--- src/rtl/mem_arb_pkg.sv ---
// Shared types and constants for the two-port memory arbiter.
package mem_arb_pkg;

    typedef enum logic [1:0] {
        StIdle   = 2'd0,
        StAccess = 2'd1,
        StDone   = 2'd2
    } state_e;

    localparam logic PORT_CPU = 1'b0;
    localparam logic PORT_AUX = 1'b1;

    // Wait counter width; covers the legal WAIT range 1..15.
    localparam int unsigned CNT_W = 4;

    function automatic logic [1:0] port_onehot(input logic port);
        return (port == PORT_AUX) ? 2'b10 : 2'b01;
    endfunction

endpackage

--- src/rtl/mem_arbiter_if.sv ---
// Requester-side and memory-side signals of the two-port memory arbiter.
interface mem_arbiter_if #(
    parameter int unsigned AW = 13,
    parameter int unsigned DW = 8
);
    logic          req0;
    logic          req1;
    logic          wr0;
    logic          wr1;
    logic [AW-1:0] addr0;
    logic [AW-1:0] addr1;
    logic [DW-1:0] wdata0;
    logic [DW-1:0] wdata1;
    logic          ack0;
    logic          ack1;
    logic [DW-1:0] rdata;
    logic [1:0]    gnt;
    logic          mem_rd;
    logic          mem_wr;
    logic [AW-1:0] mem_addr;
    logic [DW-1:0] mem_wdata;
    logic [DW-1:0] mem_rdata;

    modport slave (
        input  req0, req1, wr0, wr1, addr0, addr1, wdata0, wdata1, mem_rdata,
        output ack0, ack1, rdata, gnt, mem_rd, mem_wr, mem_addr, mem_wdata
    );

    modport master (
        output req0, req1, wr0, wr1, addr0, addr1, wdata0, wdata1, mem_rdata,
        input  ack0, ack1, rdata, gnt, mem_rd, mem_wr, mem_addr, mem_wdata
    );

endinterface

--- src/rtl/mem_arb_pick.sv ---
// Combinational winner selection. MEM_ARB_RR_EN selects round-robin on ties;
// otherwise port 0 has fixed priority.
module mem_arb_pick
    import mem_arb_pkg::*;
(
    input  logic req0,
    input  logic req1,
    input  logic last_served,
    output logic any_req,
    output logic winner
);

`ifdef MEM_ARB_RR_EN
    always_comb begin
        any_req = req0 | req1;
        if (req0 && req1) begin
            winner = ~last_served;
        end else begin
            winner = req1 ? PORT_AUX : PORT_CPU;
        end
    end
`else
    logic unused_last_served;
    assign unused_last_served = last_served;

    always_comb begin
        any_req = req0 | req1;
        winner  = req0 ? PORT_CPU : PORT_AUX;
    end
`endif

endmodule

--- src/rtl/mem_arbiter.sv ---
// Two-port memory arbiter: one WAIT-cycle access per grant, then a one-cycle ack.
// Build with MEM_ARB_RR_EN for round-robin tie-breaking; default is fixed priority.
module mem_arbiter
    import mem_arb_pkg::*;
#(
    parameter int unsigned AW   = 13,
    parameter int unsigned DW   = 8,
    parameter int unsigned WAIT = 2
) (
    input  logic          clk,
    input  logic          reset,
    mem_arbiter_if.slave  bus
);

    localparam logic [CNT_W-1:0] WaitLoad = CNT_W'(WAIT - 1);

    state_e           state_q, state_d;
    logic [CNT_W-1:0] cnt_q, cnt_d;
    logic [1:0]       gnt_q, gnt_d;
    logic             wr_q, wr_d;
    logic [AW-1:0]    addr_q, addr_d;
    logic [DW-1:0]    wdata_q, wdata_d;
    logic [DW-1:0]    rdata_q, rdata_d;
    logic             last_served;
    logic             any_req;
    logic             winner;

    mem_arb_pick u_pick (
        .req0        (bus.req0),
        .req1        (bus.req1),
        .last_served (last_served),
        .any_req     (any_req),
        .winner      (winner)
    );

`ifdef MEM_ARB_RR_EN
    logic last_q;

    // Resets to the aux port so the first tie after reset goes to the CPU.
    always_ff @(posedge clk or posedge reset) begin
        if (reset) begin
            last_q <= PORT_AUX;
        end else if (state_q == StIdle && any_req) begin
            last_q <= winner;
        end
    end

    assign last_served = last_q;
`else
    assign last_served = PORT_AUX;
`endif

    always_comb begin
        state_d = state_q;
        cnt_d   = cnt_q;
        gnt_d   = gnt_q;
        wr_d    = wr_q;
        addr_d  = addr_q;
        wdata_d = wdata_q;
        rdata_d = rdata_q;
        unique case (state_q)
            StIdle: begin
                if (any_req) begin
                    state_d = StAccess;
                    cnt_d   = WaitLoad;
                    gnt_d   = port_onehot(winner);
                    wr_d    = (winner == PORT_AUX) ? bus.wr1    : bus.wr0;
                    addr_d  = (winner == PORT_AUX) ? bus.addr1  : bus.addr0;
                    wdata_d = (winner == PORT_AUX) ? bus.wdata1 : bus.wdata0;
                end
            end
            StAccess: begin
                if (cnt_q == '0) begin
                    state_d = StDone;
                    if (!wr_q) begin
                        rdata_d = bus.mem_rdata;
                    end
                end else begin
                    cnt_d = cnt_q - 1'b1;
                end
            end
            StDone: begin
                state_d = StIdle;
                gnt_d   = '0;
            end
            default: begin
                state_d = StIdle;
                gnt_d   = '0;
            end
        endcase
    end

    always_ff @(posedge clk or posedge reset) begin
        if (reset) begin
            state_q <= StIdle;
            cnt_q   <= '0;
            gnt_q   <= '0;
            wr_q    <= 1'b0;
            addr_q  <= '0;
            wdata_q <= '0;
            rdata_q <= '0;
        end else begin
            state_q <= state_d;
            cnt_q   <= cnt_d;
            gnt_q   <= gnt_d;
            wr_q    <= wr_d;
            addr_q  <= addr_d;
            wdata_q <= wdata_d;
            rdata_q <= rdata_d;
        end
    end

    assign bus.gnt       = gnt_q;
    assign bus.mem_rd    = (state_q == StAccess) && !wr_q;
    assign bus.mem_wr    = (state_q == StAccess) && wr_q;
    assign bus.mem_addr  = addr_q;
    assign bus.mem_wdata = wdata_q;
    assign bus.rdata     = rdata_q;
    assign bus.ack0      = (state_q == StDone) && gnt_q[0];
    assign bus.ack1      = (state_q == StDone) && gnt_q[1];

endmodule

--- src/flat_wrapper.sv ---
// flat-port wrapper written by rule: the top's interface ports become plain ports
module mem_arbiter_flat import mem_arb_pkg::*;
#(
    parameter int unsigned AW   = 13,
    parameter int unsigned DW   = 8,
    parameter int unsigned WAIT = 2
)
  (clk, reset, bus_req0, bus_req1, bus_wr0, bus_wr1, bus_addr0, bus_addr1, bus_wdata0, bus_wdata1, bus_mem_rdata, bus_ack0, bus_ack1, bus_rdata, bus_gnt, bus_mem_rd, bus_mem_wr, bus_mem_addr, bus_mem_wdata);
  mem_arbiter_if #(.AW(AW), .DW(DW)) bus_i ();
  input  logic clk;
  input  logic reset;
  input wire logic [$bits(bus_i.req0)-1:0] bus_req0;
  input wire logic [$bits(bus_i.req1)-1:0] bus_req1;
  input wire logic [$bits(bus_i.wr0)-1:0] bus_wr0;
  input wire logic [$bits(bus_i.wr1)-1:0] bus_wr1;
  input wire logic [$bits(bus_i.addr0)-1:0] bus_addr0;
  input wire logic [$bits(bus_i.addr1)-1:0] bus_addr1;
  input wire logic [$bits(bus_i.wdata0)-1:0] bus_wdata0;
  input wire logic [$bits(bus_i.wdata1)-1:0] bus_wdata1;
  input wire logic [$bits(bus_i.mem_rdata)-1:0] bus_mem_rdata;
  output wire logic [$bits(bus_i.ack0)-1:0] bus_ack0;
  output wire logic [$bits(bus_i.ack1)-1:0] bus_ack1;
  output wire logic [$bits(bus_i.rdata)-1:0] bus_rdata;
  output wire logic [$bits(bus_i.gnt)-1:0] bus_gnt;
  output wire logic [$bits(bus_i.mem_rd)-1:0] bus_mem_rd;
  output wire logic [$bits(bus_i.mem_wr)-1:0] bus_mem_wr;
  output wire logic [$bits(bus_i.mem_addr)-1:0] bus_mem_addr;
  output wire logic [$bits(bus_i.mem_wdata)-1:0] bus_mem_wdata;
  assign bus_i.req0 = bus_req0;
  assign bus_i.req1 = bus_req1;
  assign bus_i.wr0 = bus_wr0;
  assign bus_i.wr1 = bus_wr1;
  assign bus_i.addr0 = bus_addr0;
  assign bus_i.addr1 = bus_addr1;
  assign bus_i.wdata0 = bus_wdata0;
  assign bus_i.wdata1 = bus_wdata1;
  assign bus_i.mem_rdata = bus_mem_rdata;
  assign bus_ack0 = bus_i.ack0;
  assign bus_ack1 = bus_i.ack1;
  assign bus_rdata = bus_i.rdata;
  assign bus_gnt = bus_i.gnt;
  assign bus_mem_rd = bus_i.mem_rd;
  assign bus_mem_wr = bus_i.mem_wr;
  assign bus_mem_addr = bus_i.mem_addr;
  assign bus_mem_wdata = bus_i.mem_wdata;
  mem_arbiter #(.AW(AW), .DW(DW), .WAIT(WAIT)) u_core (.clk(clk), .reset(reset), .bus(bus_i));
endmodule
--- config.mk ---
export PLATFORM = sky130hd
export DESIGN_NAME = mem_arbiter_flat
export DESIGN_NICKNAME = d
export VERILOG_FILES = /design/src/rtl/mem_arb_pkg.sv /design/src/rtl/mem_arbiter_if.sv /design/src/rtl/mem_arb_pick.sv /design/src/rtl/mem_arbiter.sv /design/src/flat_wrapper.sv
export SDC_FILE = /design/constraint.sdc
export NUM_CORES = 1
export LEC_CHECK = 0
export ABC_AREA = 1
export CORE_ASPECT_RATIO = 0.6
export CORE_MARGIN = 2
export CORE_UTILIZATION = 40
export CTS_CLUSTER_SIZE = 14
export DETAILED_ROUTE_END_ITERATION = 6
export GPL_TIMING_DRIVEN = 0
export PLACE_DENSITY = 0.9
export SKIP_CTS_REPAIR_TIMING = 1
export SLEW_MARGIN = 0
export SYNTH_ARGS = -nofsm -noshare
export SYNTH_HDL_FRONTEND = slang
export SYNTH_SLANG_ARGS = --single-unit
--- constraint.sdc ---
create_clock -name clk -period 1.7 [get_ports clk]
set_input_delay 0.17 -clock clk [delete_from_list [all_inputs] [get_ports clk]]
set_output_delay 0.17 -clock clk [all_outputs]
set_load 0.01 [all_outputs]
==> Word level (Yosys, flattened, before mapping) <==
Index checks and enable logic that the tools add are counted.
{ "op_classes": {"n_addsub": 1, "eq_ne": 5, "n_reduce_logical": 13, "bitwise_logic": 3, "n_mux": 12} }
{ "ops": {"columns": ["cell", "n"], "rows": [
  ["$mux 13", 1],
  ["$mux 2", 4],
  ["$mux 4", 2],
  ["$mux 8", 1],
  ["$pmux 2 s2", 2],
  ["$pmux 4 s2", 1],
  ["$reduce_and 2->1", 3],
  ["$reduce_and 3->1", 2],
  ["$logic_and 1x1->1", 4],
  ["$logic_not 4->1", 1],
  ["$ne 2x1->1 const B", 2],
  ["$sub 4x1->4 const B", 1],
  ["$eq 2x1->1 const B", 1],
  ["$eq 2x2->1 const B", 1],
  ["$logic_not 2->1", 1],
  ["$ne 2x2->1 const B", 1],
  ["$not 1->1", 2],
  ["$reduce_bool 2->1", 1],
  ["$logic_not 1->1", 1],
  ["$mux 1", 1],
  ["$or 1x1->1", 1]
]} }
{ "totals": {"register_bits": 38, "out_inout_bits": 35, "inputBits": 56, "wordCells": 41} }

==> Longest topological paths before layout <==
Gate-level depths: netlist of the first run.
{ "logic_depth": {"depth_word": 3, "depth_mapped": 7, "mapped_depth_nobuf": 7} }

==> Modules after synthesis <==
A second synthesis of the first run with hierarchy kept.
{ "unflattened": {"cells_unflattened": 208, "area_unflattened_um2": 1775.5} }
{ "modules_own_cells": {"columns": ["mod", "cells_per_inst", "seq_area_each_um2", "instances", "area_each_um2"], "rows": [
  ["mem_arbiter", 205, 950.9, 1, 1761.7],
  ["mem_arb_pick", 3, 0.0, 1, 13.8]
]} }

==> Worst setup path after synthesis of the first run <==
No wires, ideal clock.
{ "synth_timing": {"path_kind": "reg2reg", "from": "reg u_core.cnt_q[0]", "to": "reg u_core.rdata_q[0] (netlist: u_core.bus.rdata[0])", "t_arrival_ns": 1.144, "n_path_buf": 0, "stages_incl_launch_ff": 8, "synth_period_minus_slack_ns": 1.210, "required_time_ns": 1.634, "path_slack_ns": 0.490, "path_cell_list": "dfrtp_1 inv_1 ha_1 nand2_1 clkinv_1 nand2_2 nand2_1 nand2_1"} }
{ "synth_via": {"elab_chain_len": 2} }
{ "synth_rtl": {"columns": ["item", "line_no", "text"], "rows": [
  ["from (decl)", "mem_arbiter.sv:18", "logic [CNT_W-1:0] cnt_q, cnt_d;"],
  ["from (signal assigned)", "mem_arbiter.sv:104", "cnt_q <= cnt_d;"],
  ["$logic_not 4->1", "mem_arbiter.sv:73", "if (cnt_q == '0) begin"],
  ["$reduce_and 3->1 (no source line)", null, null],
  ["to (signal assigned)", "mem_arbiter.sv:109", "rdata_q <= rdata_d;"],
  ["to (decl)", "mem_arbiter.sv:23", "logic [DW-1:0] rdata_q, rdata_d;"]
]} }
No other way between the ends.
A chain may end at the register's enable or synchronous reset.

==> Final worst setup path of the first run <==
{ "layout_timing": {"from": "reg u_core.cnt_q[0]", "to": "reg u_core.rdata_q[6] (netlist: u_core.bus.rdata[6])"} }
Same word-level chain as after synthesis.

==> metrics.txt, run 1 <==
outcome=finished clean; Peak VDD IR=768 uV; Reg area=951 um^2; syn avg cell area=8.71 um^2; cell taking the most area after synthesis=dfrtp_1; family with the most delay on the worst path=simple AND/OR/NAND/NOR gates; clock root buffer=clkbuf_8; Max-Cap Viols=0; CTS H-tree depth=2; crit path max-delay cell type=dfrtp_1; Synth area leaders=dfrtp_1 (53%), nor2_1 (11%), nand2_1 (9.2%); TritonCTS Buffers=5; Cell variety after synth=23; core area=4210 um^2; fin crit share=89.3%; critical path launch point type=flip-flop; Worst R2R Path Depth=7; post-synthesis sequential area ratio=52.7%; Synth Flop Type=dfrtp_1; total gr overflow=0; CTS tree=built; final setup vio count=0; post-route ant nets=0; actual slew at the worst max-slew pin=0.760 ns; share of layout cells above drive strength 1=10.8%; drt total wl=5.06 mm; largest net degree at the start of global routing=39; Post-Syn Area=1800 um^2; most used routing layer=met2; clk sinks=38; Synth top cells by count=nor2_1 (53), nand2_1 (44), dfrtp_1 (38); met1 GRT Util=25.0%; slowest stage delay, CP=0.37 ns; GRT met3 Usage=8.94%; vias in the first global route=1,762; crit path capture type=flip-flop; Final Max Tran Viols=0; Ant. Diodes=0; final hold vios=0; top-count cell post-synth=nor2_1; net count reported at finish=362; Layout Utilization=68.4%; clk_lat worst skew=0.29 ns; post-DP HPWL=3.82 mm; DRC Markers=0; hold_ws=0.280 ns; Total GRT Usage=20.9%; Die Ht=56.0 um; RSZ-0062 raised after global routing=false; first-pass GRT wire length=8.36 mm; share of the synthesized area in the top cell type=52.7%; EDFF count, synth=0; GR Util met2=34.6%; Die Wd=90.7 um; vias=1,805; worst hold stages=3; Crit path buffers/inverters=2; FMAX=0.659 GHz; drt first pass iters=5; FFs w/ async S/R, synth=100%; fillcell total=332; Levels on crit path=7; WL/cell=13.9 um; Post-Syn Nets=265; Slew headroom=49.2%; initial core utilization=42.8%; Pleak=1.36 nW; drt via density=4.95; Worst EP arrival=1.75 ns; Worst-path clk slew=0.08 ns; # IOs=91; Worst Hold Class=input pin to flip-flop; Die Area=5080 um^2; Mapped Cells=207; area grow syn2layout=59.8%; Final Wtd Congestion=0.884; critical path's most frequent cell=nand2_1; Crit path required time=1.93 ns; min Tclk post-route=1.52 ns; row count=18; area of the multi-input gates=741 um^2; kind of critical path=flip-flop to flip-flop; Bufs on Longest Clock Path=2; synthesis warning total=0; I/O Buffers=89; flops & latches, synth=38; initial antenna violation count=0; Detailed Route Iter0 Violations=84; cells along the critical path=inv_1, ha_1, nand2_1, clkinv_1, nand2_2, nand2_1, nand2_1; worst-path maximum fanout=9; Worst Skew=0.00513 ns; pwr dens=1700 nW/um^2
[power breakdown]
group	internal (W)	leakage (nW)	total [W]	switching, W
registers	0.00136	0.465	0.00163	0.000273
logic	0.00129	0.845	0.00261	0.00132
clock network	0.000326	0.0472	0.000653	0.000327
[logic make-up (layout without fill, tap and decap cells)]
logic type	Yosys count	count (layout)	synth area share (%)
xor gates and xnor gates	1	1	0.486
AOI/OAI and AO/OA	30	30	13.3
buffers and inverters	21	119	6.18
DFF	38	38	52.7
adders and majority gates	2	2	1.39
and+or+nand+nor	115	115	25.9
[worst paths after layout]
kind	startpoint	endpoint	slack [ns]
setup reg to reg	u_core.cnt_q[0]	u_core.bus.rdata[6]	0.18
hold reg to reg	u_core.bus.rdata[1]	u_core.bus.rdata[1]	0.47
setup / recovery	u_core.cnt_q[0]	u_core.bus.rdata[6]	0.18
min in group asynchronous	reset	u_core.bus.rdata[4]	0.33
hold / removal	bus_req0	u_core.bus.mem_wdata[7]	0.28
max in group asynchronous	reset	u_core.bus.mem_addr[11]	0.88
[cells in the final DEF (no fill, tap or decap), types with 2 or more instances in the layout]
master           instances
clkdlybuf4s50_1         85
nor2_1                  53
nand2_1                 44
dfrtp_1                 38
o31ai_1                 16
nand3_1                 10
inv_1                    8
o31ai_2                  6
clkbuf_8                 6
buf_2                    5
buf_4                    4
dlymetal6s2s_1           4
nand2_2                  3
o21ai_0                  3
o21ai_1                  3
buf_6                    2
inv_2                    2
nor3_1                   2
ha_1                     2
[final cells by class]
type	instances	share of cell area, %
multi-input cells	148	25.7
well taps	60	2.61
flip-flops and latches	38	33.0
plain buffers	10	2.43
clock inverters	2	0.434
clock buffers	6	2.87
repair buffers	90	31.5
inverters	11	1.43
[through the flow]
step | instance area [um^2] | setup WS [ns] | instances | power, W | TNS, ns
after floorplan | 1800 | 0.490 | 207 | 0.00295 | 0
after global placement | 2770 | -0.156 | 356 | 0.00411 | -5.84
after detailed placement | 2770 | 0.0730 | 356 | 0.00423 | 0
after CTS | 2860 | -0.257 | 364 | 0.00489 | -0.349
after global routing | 2880 | 0.0475 | 365 | 0.00525 | 0
final | 2880 | 0.182 | 365 | 0.00489 | 0
[sequential cells by signal, indices dropped and copies added (netlist names)]
name	flops
u_core.bus.gnt	2
u_core.bus.mem_addr	13
u_core.cnt_q	4
u_core.wr_q	1
u_core.bus.rdata	8
u_core.state_q	2
u_core.bus.mem_wdata	8
[worst reg2reg max path, delay by kind of cell, from the launching register on]
| kind | cells | cell delay [ns] |
|---|---|---|
| buffers and inverters | 2 | 0.37 |
| AND/OR/NAND/NOR | 4 | 0.51 |
| adder cells (fa/ha/maj) | 1 | 0.21 |
| flip-flops | 1 | 0.37 |
[per-layer routing]
metal  up-vias  routed length (um)
met5         -                   0
met4         0                  57
met3         7                 552
met2        84                2320
met1       848                2140
li1        866                   -
Note: power is estimated with default switching activity, not from simulation.
==> run 2, diff against run 1 <==
CELL_PAD_IN_SITES_DETAIL_PLACEMENT = 1   (was not set)
CELL_PAD_IN_SITES_GLOBAL_PLACEMENT = 2   (was not set)
CORE_UTILIZATION = 22   (was 40)
PLACE_DENSITY = 0.91   (was 0.9)
==> metrics.txt, run 2 (synthesized netlist as in run 1, its figures left out) <==
Worst EP arrival=1.72 ns; Worst-path clk slew=0.06 ns; commonest non-fill, non-tap cells in the layout=clkdlybuf4s50_1 (85), nor2_1 (53), nand2_1 (44); slowest stage delay, CP=0.36 ns; net count reported at finish=362; HP Start=bus_req0; switching portion of total power=36.5%; vias=1,795; Slew headroom=44.0%; total gr overflow=0; Ant. Diodes=0; final hold vios=0; Detailed Route Iter0 Violations=78; pwr dens=1810 nW/um^2; FMAX=0.666 GHz; clk_lat worst skew=0.28 ns; drt total wl=6.15 mm; first-pass GRT wire length=10.0 mm; fillcell total=944; Crit path buffers/inverters=2; critical path launch point type=flip-flop; core area=7910 um^2; vias in the first global route=1,959; worst setup path start=u_core.cnt_q[0]; Pleak=1.40 nW; Power Total=0.00552 W; family with the most delay on the worst path=simple AND/OR/NAND/NOR gates; worst-path maximum fanout=9; fin crit share=88.3%; final setup vio count=0; Crit path required time=1.92 ns; Post-Layout Inst Area=3050 um^2; CTS H-tree depth=2; Die Ht=74.1 um; crit path max-delay cell type=dfrtp_1; Cell Area, Placed=2830 um^2; largest net degree at the start of global routing=39; sequential power share=29.8%; area grow syn2layout=69.2%; # IOs=91; drt via density=4.35; critical path's most frequent cell=nand2_1; post-route ant nets=0; share of layout cells above drive strength 1=11.8%; Die Area=8960 um^2; Die Wd=121 um; clock root buffer=clkbuf_16; WL/cell=14.9 um; drt first pass iters=4; Max-Cap Viols=0; Bufs on Longest Clock Path=2; kind of critical path=flip-flop to flip-flop; commonest non-fill, non-tap cell in the layout=clkdlybuf4s50_1; Final Wtd Congestion=0.709; clk sinks=38; crit path capture type=flip-flop; combinational share of power=48.0%; outcome=finished clean; Final Max Tran Viols=0; DRC Markers=0; Worst Hold Class=input pin to flip-flop; initial antenna violation count=0; row count=25; Total GRT Usage=14.5%; CTS tree=built; actual slew at the worst max-slew pin=0.838 ns; Critical R2R Launch=u_core.cnt_q[0]; cells along the critical path=inv_1, ha_1, nand2_1, clkinvlp_4, nand2_2, nand2_1, nand2_1; Worst Skew=0.00645 ns; min Tclk post-route=1.50 ns; Peak VDD IR=569 uV; I/O Buffers=89; max FFs per register=13; hold_ws=0.290 ns; Internal=0.00351 W; RSZ-0062 raised after global routing=false; Clk pwr share=22.2%; post-DP HPWL=4.58 mm; TritonCTS Buffers=5; initial core utilization=22.8%; switching power=0.00202 W; Layout Utilization=38.5%
[run 2: worst paths after layout]
path / end / slack [ns] / cells past startpoint
min in group asynchronous: u_core.bus.rdata[7] / 0.38 / 2
setup reg to reg: u_core.bus.rdata[7] / 0.20 / 7
hold reg to reg: u_core.bus.rdata[2] / 0.48 / 2
max in group asynchronous: u_core.state_q[0] / 0.73 / 2
setup / recovery: u_core.bus.rdata[7] / 0.20 / 7
hold / removal: u_core.bus.mem_wdata[6] / 0.29 / 3
[run 2: layer usage]
layer,global-route usage [%],up-vias,share of wire (%)
met4,2.71,0,0.65
met5,0,-,0
li1,-,868,-
met2,24.0,74,44
met1,18.4,848,46
met3,5.52,5,9.0
[run 2: power groups by stage]
stage | sequential [W] | clock [W] | combinational [W]
CTS | 0.00165 | 0.00125 | 0.00265
global placement | 0.00162 | 0 | 0.00258
detailed placement | 0.00165 | 0 | 0.00264
finish | 0.00164 | 0.00123 | 0.00265
floorplan | 0.00178 | 0 | 0.00117
global route | 0.00171 | 0.00130 | 0.00292
[run 2: layout make-up]
type                       count  area (um^2)  share of cell area [%]
buffer                        10         70.1                    2.30
clock buffer                   5          125                    4.10
clock inverter                 3         68.8                    2.26
inverter                      11         45.0                    1.48
multi-input combinational    148          746                    24.4
sequential                    38          952                    31.2
tap                          108          135                    4.43
timing repair buffer          90          908                    29.8
[run 2: per-stage QoR]
stage                     worst slack, ns  std cells  TNS [ns]
after floorplan                     0.490        207         0
after global placement             -0.298        404    -11.24
after detailed placement          0.00516        404         0
after CTS                          -0.299        412    -0.368
after global routing               0.0283        413         0
final                               0.199        413         0
[run 2: worst register-to-register path, delay by kind of cell (launching register included)]
kind | cells | cell delay (ns)
buf+inv | 2 | 0.35
fa+ha+maj | 1 | 0.21
flops | 1 | 0.36
simple gates | 4 | 0.53
==> run 3, diff against run 2 <==
RECOVER_POWER = 50   (was not set)
==> metrics.txt, run 3 (synthesized netlist as in run 1, its figures left out) <==
clock root buffer=clkbuf_16; commonest non-fill, non-tap cell in the layout=clkdlybuf4s50_1; post-route ant nets=0; first-pass GRT wire length=10.0 mm; crit path capture type=flip-flop; drt total wl=6.17 mm; min Tclk post-route=1.56 ns; WL/cell=14.9 um; Detailed Route Iter0 Violations=75; total gr overflow=0; actual slew at the worst max-slew pin=0.841 ns; initial core utilization=22.8%; I/O Buffers=89; Crit path required time=1.88 ns; initial antenna violation count=0; worst-path maximum fanout=10; kind of critical path=flip-flop to flip-flop; CTS tree=built; core area=7910 um^2; Ant. Diodes=0; DRC Markers=0; Bufs on Longest Clock Path=2; Final Wtd Congestion=0.709; clk sinks=38; Setup WS pre-CTS=0.00516 ns; post-DP HPWL=4.58 mm; Worst EP arrival=1.74 ns; setup TNS=0 ns; hold_ws=0.287 ns; max FFs per register=13; Die Area=8960 um^2; Total GRT Usage=14.5%; largest net degree at the start of global routing=39; Layout Utilization=38.2%; Die Ht=74.1 um; fin crit share=91.5%; Worst Hold Class=input pin to flip-flop; Slew headroom=43.8%; critical path launch point type=flip-flop; crit path max-delay cell type=dfrtp_1; RSZ-0062 raised after global routing=false; Worst Slack Setup Final=0.145 ns; Peak VDD IR=569 uV; commonest non-fill, non-tap cells in the layout=clkdlybuf4s50_1 (84), nor2_1 (54), nand2_1 (44); slowest stage delay, CP=0.45 ns; Die Wd=121 um; outcome=finished clean; final hold vios=0; drt first pass iters=5; pwr dens=1800 nW/um^2; TritonCTS Buffers=5; Worst-path clk slew=0.06 ns; drt via density=4.39; share of layout cells above drive strength 1=10.5%; vias=1,814; FMAX=0.643 GHz; cells along the critical path=nor2_1, o21ai_0, clkbuf_2, clkbuf_2, nand2_1, o31ai_2; Max-Cap Viols=0; row count=25; clk_lat worst skew=0.28 ns; Pleak=1.38 nW; critical path's most frequent cell=clkbuf_2; vias in the first global route=1,959; net count reported at finish=362; Final Max Tran Viols=0; final setup vio count=0; Worst Skew=0.00648 ns; # IOs=91; CTS H-tree depth=2; area grow syn2layout=67.7%
## run 3: metal layers
metal | routed length [um] | global-route usage, % | up-vias
met5 | 0 | 0 | -
met4 | 60 | 2.71 | 0
met3 | 552 | 5.52 | 9
met2 | 2710 | 24.0 | 79
met1 | 2850 | 18.4 | 856
li1 | - | - | 870
## run 3: final timing paths
kind	depth (start not counted)	end	start	slack, ns
min in group asynchronous	2	u_core.bus.rdata[7]	reset	0.52
worst max-delay path	6	u_core.bus.mem_addr[4]	u_core.state_q[0]	0.14
worst min register to register	2	u_core.bus.rdata[2]	u_core.bus.rdata[2]	0.48
worst min-delay path	3	u_core.bus.mem_wdata[6]	bus_req0	0.29
worst max register to register	6	u_core.bus.mem_addr[4]	u_core.state_q[0]	0.14
max in group asynchronous	2	u_core.bus.mem_wdata[6]	reset	0.64
## run 3: layout make-up
type                    instances  area [um^2]
inverters                      11         45.0
clock inverters                 3         68.8
well taps                     108          135
plain buffers                  10         58.8
repair buffers                 90          906
multi-input cells             148          734
clock buffers                   5          125
flip-flops and latches         38          951
fillers                       950         4890
## run 3: report_power, final
group          total [W]  internal (W)  leakage [nW]  switching [W]
Sequential       0.00164       0.00136         0.465       0.000280
Clock            0.00123      0.000843        0.0940       0.000382
Combinational    0.00259       0.00126         0.819        0.00133
## run 3: stage by stage
step / instances / instance area, um^2 / power [W]
CTS: 412 / 3020 / 0.00554
global route: 413 / 3020 / 0.00587
detailed placement: 404 / 2830 / 0.00429
floorplan: 207 / 1800 / 0.00295
global placement: 404 / 2830 / 0.00420
finish: 413 / 3020 / 0.00546
## run 3: worst max-delay path, delay by kind of cell (launching register included)
kind | cells | cell delay [ns]
buf+inv | 2 | 0.60
simple gates | 2 | 0.21
compound gates | 2 | 0.19
flops | 1 | 0.45
==> edit: new RTL, settings of run 3 <==
`AW` is set to 13 in 3 places; all go to 14.
--- a/src/rtl/mem_arbiter_if.sv
+++ b/src/rtl/mem_arbiter_if.sv
@@ -1,6 +1,6 @@
 // Requester-side and memory-side signals of the two-port memory arbiter.
 interface mem_arbiter_if #(
-    parameter int unsigned AW = 13,
+    parameter int unsigned AW = 14,
     parameter int unsigned DW = 8
 );
     logic          req0;
--- a/src/rtl/mem_arbiter.sv
+++ b/src/rtl/mem_arbiter.sv
@@ -3,7 +3,7 @@
 module mem_arbiter
     import mem_arb_pkg::*;
 #(
-    parameter int unsigned AW   = 13,
+    parameter int unsigned AW   = 14,
     parameter int unsigned DW   = 8,
     parameter int unsigned WAIT = 2
 ) (
--- a/src/flat_wrapper.sv
+++ b/src/flat_wrapper.sv
@@ -1,7 +1,7 @@
 // flat-port wrapper written by rule: the top's interface ports become plain ports
 module mem_arbiter_flat import mem_arb_pkg::*;
 #(
-    parameter int unsigned AW   = 13,
+    parameter int unsigned AW   = 14,
     parameter int unsigned DW   = 8,
     parameter int unsigned WAIT = 2
 )
Ports: changed (resized bus_addr0, bus_addr1 and bus_mem_addr); port bits go from 91 to 94. No check against the original RTL was run, so the function may have changed too.
==> edit against run 3 <==
Wire length decreased by 3.0%; setup slack improved by 64 ps; sequential cell count increased by 1; area after synthesis increased by 0.90%; final area decreased by 0.17%; power decreased by 5.4%; register-to-register slack improved by 130 ps; worst hold slack got worse by 68 ps; largest cell class unchanged.
==> edit: results (changes against run 3) <==
| Metric | Value |
|---|---|
| Run status | `finished, final reports clean (unchanged)` |
| Worst-case clock skew | `3.518 ps (was 6.484 ps)` |
| Sequential area share after synthesis | `0.5365 (was 0.5274)` |
| Maximum number of pins on one net before global-route repair | `40 (was 39)` |
| Number of iterations in the first detailed-routing pass | `4 (was 5)` |
| Cell types occupying the most area after synthesis | `sky130_fd_sc_hd__dfrtp_1 54%, sky130_fd_sc_hd__nand2_1 14%, sky130_fd_sc_hd__a31oi_1 7.9% (was sky130_fd_sc_hd__dfrtp_1 53%, sky130_fd_sc_hd__nor2_1 11%, sky130_fd_sc_hd__nand2_1 9.2%)` |
| Worst vdd ir | `0.6263 mV (was 0.5690 mV)` |
| Wire per inst | `14.21 um (was 14.94 um)` |
| Placer Congestion | `0.7602 (was 0.7093)` |
| Cells after synthesis | `212 (was 207)` |
| R2r worst-path depth | `7 (was 6)` |
| First-pass GRT wire length | `9.660 mm (was 10.03 mm)` |
| Clock root buffer | `sky130_fd_sc_hd__clkbuf_16 (unchanged)` |
| Setup slack after placement | `100.1 ps (was 5.159 ps)` |
| Commonest cells in the synthesized netlist | `67 x sky130_fd_sc_hd__nand2_1, 39 x sky130_fd_sc_hd__dfrtp_1, 32 x sky130_fd_sc_hd__nor2_1, 23 x sky130_fd_sc_hd__a31oi_1, 10 x sky130_fd_sc_hd__nand3_1 (was 53 x sky130_fd_sc_hd__nor2_1, 44 x sky130_fd_sc_hd__nand2_1, 38 x sky130_fd_sc_hd__dfrtp_1, 16 x sky130_fd_sc_hd__o31ai_1, 10 x sky130_fd_sc_hd__nand3_1)` |
| Maximum fanout encountered on the critical timing path | `4 (was 10)` |
| Maximum cell stage delay along the critical path | `420 ps (was 450 ps)` |
| Fraction of final layout cells with drive strength greater than 1 | `0.08307 (was 0.1049)` |
| Vias per inst | `4.259 (was 4.392)` |
| CTS buffer count | `5 (unchanged)` |
| Crit path DAT | `1320 ps (was 1740 ps)` |
| Total global-route track usage | `0.1401 (was 0.1450)` |
| Fraction of synthesis flops using an asynchronous set or reset pin | `1.000 (unchanged)` |
| Max transition margin | `0.4301 (was 0.4385)` |
| Vias in the first global route | `1917 (was 1959)` |
| Synthesized net count | `272 (was 265)` |
| Sum of net half-perimeters after detailed placement | `4.616 mm (was 4.581 mm)` |
| DR iter-0 viols | `40 (was 75)` |
| Hold wc startpoint | `bus_req0 (unchanged)` |
| Initial antenna violation count | `0 (unchanged)` |
| Launching instance or port of the critical path | `u_core.state_q[1] (was u_core.state_q[0])` |
| Number of warnings printed during yosys synthesis | `0 (unchanged)` |
| Port-buffer cells | `92 (was 89)` |
| Type of the worst min-delay path | `input port to register (unchanged)` |
| Placement Cell Area | `2875 sq um (was 2829 sq um)` |
| Vias after detailed routing | `1793 (was 1814)` |
| Number of flip-flops under the largest register name | `14 (was 13)` |
| Leakage power | `1.360 nW (was 1.379 nW)` |
| Dpl cells | `412 (was 404)` |
| Fill count | `945 (was 950)` |
| Net total in the final layout | `372 (was 362)` |
| Worst R2R Start | `u_core.cnt_q[0] (was u_core.state_q[0])` |
[edit: cell types whose count changed after synthesis, moves of 6 or more]
cell,change
sky130_fd_sc_hd__a31oi_1,+23
sky130_fd_sc_hd__nand2_1,+23
sky130_fd_sc_hd__nor2_1,-21
sky130_fd_sc_hd__o31ai_1,-16
sky130_fd_sc_hd__o31ai_2,-6
[edit: critical path, delay by kind of cell (launching register included)]
family | cells | cell delay, ps
buffers and inverters | 2 | 420
DFF | 1 | 420
and+or+nand+nor | 1 | 200
[edit: cell type report]
cell class | count | area, sq um | area share
well taps | 108 | 135.1 | 0.04476
repair buffers | 93 | 935.9 | 0.3100
flip-flops and latches | 39 | 977.2 | 0.3237
inverters | 11 | 45.04 | 0.01492
multi-input cells | 153 | 737.0 | 0.2441
clock buffers | 7 | 132.6 | 0.04393
plain buffers | 9 | 51.30 | 0.01699
clock inverters | 1 | 5.005 | 0.001658
[edit: worst paths after layout]
check	to	slack, ps
max	bus_ack1	210
min	u_core.wr_q	220
max reg2reg	u_core.bus.rdata[4]	270
min reg2reg	u_core.bus.rdata[6]	470
max in group asynchronous	u_core.state_q[0]	580
min in group asynchronous	u_core.bus.mem_wdata[5]	510
[edit: cells by family (layout without fill, tap and decap cells)]
| group | count (synthesis) | count (layout) | synth area share |
|---|---|---|---|
| flops | 39 | 39 | 0.5365 |
| simple gates | 119 | 119 | 0.2882 |
| fa+ha+maj | 2 | 2 | 0.01375 |
| xor+xnor | 1 | 1 | 0.004815 |
| buf+inv | 20 | 121 | 0.05434 |
| compound gates | 31 | 31 | 0.1025 |
[edit: where the power goes]
group	leakage (nW)	internal (mW)	switching [mW]
clock network	0.0679	0.542	0.359
logic	0.839	1.25	1.34
registers	0.453	1.40	0.275
total	1.36	3.19	1.97
[edit: layer usage]
| metal | part of all wire | up-vias | GRT usage |
|---|---|---|---|
| li1 | - | 892 | - |
| met1 | 0.48 | 837 | 0.1813 |
| met2 | 0.44 | 59 | 0.2297 |
| met3 | 0.082 | 5 | 0.05368 |
| met4 | 0.0043 | 0 | 0.02299 |
| met5 | 0 | - | 0 |
